### src/rtl/config_chain_loader.sv
// Master end of the serial configuration chain: serialises 32-bit bitstream words MSB-first
// onto the chain head and collects the bits leaving the chain tail as readback words.
module config_chain_loader #(
  parameter int unsigned CHAIN_LEN = 46,
  parameter int unsigned WORD_W    = 32
) (
  input  logic              Config_Clock,
  input  logic              Config_Reset,
  input  logic              start,
  input  logic [WORD_W-1:0] word_in,
  input  logic              word_valid,
  output logic              word_ready,
  output logic              ConfigOut,
  output logic              shift_en,
  input  logic              ConfigIn,
  output logic [WORD_W-1:0] rb_data,
  output logic              rb_valid,
  output logic              busy,
  output logic              done,
  output logic              err
);

  localparam int unsigned RemW = $clog2(CHAIN_LEN + 1);
  localparam int unsigned CntW = $clog2(WORD_W + 1);

  typedef enum logic [1:0] {StIdle, StFetch, StShift, StDone} state_e;

  state_e            state_q;
  logic [RemW-1:0]   remaining_q;
  logic [CntW-1:0]   word_bits_q;
  logic [CntW-1:0]   rb_cnt_q;
  logic [WORD_W-1:0] sreg_q;
  logic [WORD_W-2:0] rbreg_q;
  logic [WORD_W-1:0] rb_data_q;
  logic              word_ready_q;
  logic              shift_en_q;
  logic              rb_valid_q;
  logic              busy_q;
  logic              done_q;
  logic              err_q;

  logic [WORD_W-1:0] rb_shift;
  logic [WORD_W-1:0] rb_part;
  logic [CntW-1:0]   rb_cnt_inc;
  logic [CntW-1:0]   first_bits;

  always_comb begin
    rb_shift   = {rbreg_q, ConfigIn};
    rb_cnt_inc = rb_cnt_q + CntW'(1);
    // Partial final word: keep only the bits captured this session, right-justified.
    for (int i = 0; i < int'(WORD_W); i++) begin
      rb_part[i] = rb_shift[i] & (i < int'(rb_cnt_inc));
    end
    first_bits = (32'(remaining_q) >= WORD_W) ? CntW'(WORD_W) : CntW'(remaining_q);
  end

  always_ff @(posedge Config_Clock or negedge Config_Reset) begin
    if (!Config_Reset) begin
      state_q      <= StIdle;
      remaining_q  <= '0;
      word_bits_q  <= '0;
      rb_cnt_q     <= '0;
      sreg_q       <= '0;
      rbreg_q      <= '0;
      rb_data_q    <= '0;
      word_ready_q <= 1'b0;
      shift_en_q   <= 1'b0;
      rb_valid_q   <= 1'b0;
      busy_q       <= 1'b0;
      done_q       <= 1'b0;
      err_q        <= 1'b0;
    end else begin
      rb_valid_q <= 1'b0;
      done_q     <= 1'b0;
      if (start && (state_q != StIdle)) err_q <= 1'b1;

      unique case (state_q)
        StIdle: begin
          if (start) begin
            state_q      <= StFetch;
            remaining_q  <= RemW'(CHAIN_LEN);
            rb_cnt_q     <= '0;
            err_q        <= 1'b0;
            busy_q       <= 1'b1;
            word_ready_q <= 1'b1;
          end
        end
        StFetch: begin
          if (word_valid) begin
            sreg_q       <= word_in;
            word_bits_q  <= first_bits;
            state_q      <= StShift;
            word_ready_q <= 1'b0;
            shift_en_q   <= 1'b1;
          end
        end
        StShift: begin
          sreg_q      <= sreg_q << 1;
          remaining_q <= remaining_q - RemW'(1);
          word_bits_q <= word_bits_q - CntW'(1);
          rbreg_q     <= rb_shift[WORD_W-2:0];
          if (rb_cnt_inc == CntW'(WORD_W)) begin
            rb_data_q  <= rb_shift;
            rb_valid_q <= 1'b1;
            rb_cnt_q   <= '0;
          end else begin
            rb_cnt_q <= rb_cnt_inc;
          end
          if (word_bits_q == CntW'(1)) begin
            shift_en_q <= 1'b0;
            if (remaining_q == RemW'(1)) begin
              state_q <= StDone;
              done_q  <= 1'b1;
              if (rb_cnt_inc != CntW'(WORD_W)) begin
                rb_data_q  <= rb_part;
                rb_valid_q <= 1'b1;
              end
            end else begin
              state_q      <= StFetch;
              word_ready_q <= 1'b1;
            end
          end
        end
        StDone: begin
          state_q <= StIdle;
          busy_q  <= 1'b0;
        end
        default: state_q <= StIdle;
      endcase
    end
  end

  assign word_ready = word_ready_q;
  assign ConfigOut  = sreg_q[WORD_W-1];
  assign shift_en   = shift_en_q;
  assign rb_data    = rb_data_q;
  assign rb_valid   = rb_valid_q;
  assign busy       = busy_q;
  assign done       = done_q;
  assign err        = err_q;

endmodule

### config.mk
export PLATFORM = sky130hd
export DESIGN_NAME = config_chain_loader
export DESIGN_NICKNAME = d
export VERILOG_FILES = /design/src/rtl/config_chain_loader.sv
export SDC_FILE = /design/constraint.sdc
export NUM_CORES = 1
export LEC_CHECK = 0
export ABC_AREA = 1
export CORE_ASPECT_RATIO = 1.2
export CORE_UTILIZATION = 55
export CTS_CLUSTER_DIAMETER = 40
export DETAILED_ROUTE_END_ITERATION = 10
export PLACE_DENSITY_LB_ADDON = 0.3
export SETUP_SLACK_MARGIN = 0.02
export SLEW_MARGIN = 10
export SYNTH_ARGS = -nofsm -noshare
export SYNTH_HDL_FRONTEND = slang
export SYNTH_SLANG_ARGS = --single-unit
### constraint.sdc
create_clock -name Config_Clock -period 5.4 [get_ports Config_Clock]
set_input_delay 1.08 -clock Config_Clock [delete_from_list [all_inputs] [get_ports Config_Clock]]
set_output_delay 1.08 -clock Config_Clock [all_outputs]
set_load 0.03 [all_outputs]
==> results.toml <==
[clock_network]
htreeDepth = 4
worstSkewPairLatency_ns = 0.41
cts_made_buffers = 17
ctsHoldBuffers = 0
clkTransAtPathRegs_ns = 0.05
cts_tree = "done"
cts-root-buf = "clkbuf_16"
cts_buffer_depth = 2
post_cts_buffers = 0
cts_num_sinks = 121
cts-resized-gates = 0

[floorplanning]
die_x_microns = 98.28
start_util_pct = 57.34
ios = 76
die_h_microns = 117.5
rows = 41
dieArea_sq_mm = 0.01155
design.core.area_sq_mm = 0.01067

[setup_path]
worstSetupPathType = "reg2reg"
max_stage_delay_ns = 0.50
critPathBufInv = 0
crit_path_max_fanout = 20
critPathArrivalTime_ns = 3.32
cp-start-kind = "flop"
worst_path_dominant_cell_family = "simple AND/OR/NAND/NOR gates"
end_kind = "flop"
required_ns = 5.69
path_cells = "ha_1, nand3_1, nand2_1, nand2_1, nor2_4, nand2_2, nand2_2, nand2_2, nand2_1, o21ai_0"
crit_path_top_delay_cell = "ha_1"

[logic_synthesis]
yosysMostFrequentCell = "nand2_1"
yosys_warnings = 0
synth_simple_gate_area_share_pct = 24.79
synth.distinct_cells = 35
syn_area_per_cell_sq_um = 7.686
synth_top_family_by_area = "simple AND/OR/NAND/NOR gates"
async_reset_ff_share_pct = 100.0
synth-compound-area-share_pct = 14.87
synth_common_cells = "nand2_1 (252), dfrtp_1 (121), inv_1 (100)"
synth_top_area_share_pct = 49.49
ys.flop_type = "dfrtp_1"
synthMuxAreaShare_pct = 0
syn_nets = 840
ys_seq_area_share_pct = 49.49
synthAdderAreaFrac_pct = 1.431
ys_ff_latch = 121
syn-instance-count = 796
synth_edf_count = 0
synth_area_sq_mm = 0.006118
synthXorXnorAreaFrac_pct = 0.1431
synth_area_leaders = "dfrtp_1 (49%), nand2_1 (15%), o21ai_0 (7.2%)"
yosysTopAreaCell = "dfrtp_1"

[timing]
rsz0062_at_grt = "no"
min_period_over_period_pct = 56.10
setup_tns_ns = 0
hold_viol = 0
setup_viol = 0
clock.fmax_ghz = 0.3301
final.min_clock_period_ns = 3.030
clock_skew_ns = 0.008645
slew_viol_final = 0
relSlewSlack_pct = 30.12
worstMarginPinSlew_ns = 1.045

[drt]
vias_per_cell = 5.601
drt_first_pass_iters = 8
num_vias = 5590
routedWlPerCell_microns = 14.98
drtIter0Drc = 484
ant_nets = 0
wl_microns = 14950
drc = 9

[grt]
grt_pass1_wl_microns = 25130
gr-usage-met2_pct = 44.41
grt-ovfl-total = 0
grt_max_degree = 75
grt_pass1_vias = 5394
grt_util_met3_pct = 5.819
use_met1_pct = 34.80
grt_busiest_layer = "met2"
antenna_found_initial = 0
track_usage_pct = 27.22

[final_layout]
area_growth_syn_to_layout_pct = 22.86
final_nets = 901
antennaDiodeCount = 0
final_core_util_pct = 70.45
layout-drive-gt1-share_pct = 6.444

[place]
gp_congestion = 0.9009
io_buffers = 75
dp_hpwl_microns = 9607

[min_path]
hold_class = "reg2reg"

[pwr]
powerDensity_mw_per_mm2 = 486.6
p_leak_nw = 3.633
ir_worst_vdd_v = 0.0002306

[status]
status = "finished, violations left"
violations = "design-rule violations"

[run]
drv_cap = 0
metrics by stage:
step / hold slack (ns) / power, mW / instance area, sq um / instances / setup WS, ns
finish: 0.4821 / 3.658 / 7517 / 998 / 2.370
global route: 0.4972 / 3.888 / 7517 / 998 / 2.209
CTS: 0.4836 / 3.663 / 7517 / 998 / 2.450
detailed placement: 0.4694 / 2.454 / 6893 / 967 / 2.148
global placement: 0.4567 / 2.389 / 6893 / 967 / 2.298
floorplan: 0.4445 / 2.146 / 6118 / 796 / 3.494
layout by cell type (no fill, tap or decap), types with 7 or more instances in the layout:
cell             netlist  final
o22ai_1                7      7
nand3_1               55     55
o21ai_0               88     88
dfrtp_1              121    121
nand2_1              252    250
nand2_2                8     10
ha_1                   7      7
a21oi_1                9      9
inv_1                100     99
clkbuf_16              0     17
o211ai_1              31     31
nor2_1                40     40
clkdlybuf4s50_1        0     74
cell families after synthesis:
logic type / after synthesis
DFF: 121
xor gates and xnor gates: 1
AOI/OAI and AO/OA: 156
buffers and inverters: 142
and+or+nand+nor: 369
adders and majority gates: 7
cell type report:
| cell class | count | area, sq um |
|---|---|---|
| Fill cell | 819 | 3153 |
| Tap cell | 129 | 161.4 |
| Multi-Input combinational cell | 533 | 2527 |
| Timing Repair Buffer | 80 | 785.8 |
| Clock buffer | 24 | 511.7 |
| Inverter | 104 | 390.4 |
| Sequential cell | 121 | 3028 |
| Clock inverter | 7 | 112.6 |
worst reg2reg max path, delay by kind of cell, from the launching register on:
kind | cells | cell delay [ns]
adders and majority gates | 1 | 0.50
DFF | 1 | 0.47
AOI/OAI and AO/OA | 1 | 0.09
and+or+nand+nor | 8 | 1.86
per-layer routing:
layer / vias to the layer above / share of wire (%)
met5: - / 0
met4: 0 / 2.1
met3: 32 / 8.2
met2: 248 / 49
met1: 2628 / 41
li1: 2682 / -
path summary, 6_finish.rpt:
| kind | from | endpoint | slack (ns) | cells past startpoint |
|---|---|---|---|---|
| hold reg to reg | rb_data[19] | rb_data[19] | 0.48 | 2 |
| setup / recovery | rb_cnt_q[1] | rb_data[30] | 2.37 | 10 |
| setup reg to reg | rb_cnt_q[1] | rb_data[30] | 2.37 | 10 |
| min in group asynchronous | Config_Reset | sreg_q[7] | 0.62 | 1 |
| max in group asynchronous | Config_Reset | sreg_q[18] | 3.83 | 2 |
| hold / removal | rb_data[19] | rb_data[19] | 0.48 | 2 |
flip-flops by register name, indices dropped and copies added (netlist names), named ones only:
| name | cells |
|---|---|
| rb_data | 32 |
| sreg_q | 32 |
| rbreg_q | 31 |
| rb_cnt_q | 6 |
| remaining_q | 6 |
| word_bits_q | 6 |
| state_q | 2 |
| busy | 1 |
| done | 1 |
| rb_valid | 1 |
| shift_en | 1 |
| word_ready | 1 |
power breakdown:
part | internal [mW] | switching [mW]
registers | 1.18 | 0.152
clock network | 0.794 | 0.390
logic | 0.352 | 0.786
Power figures use the tool's default switching activity.
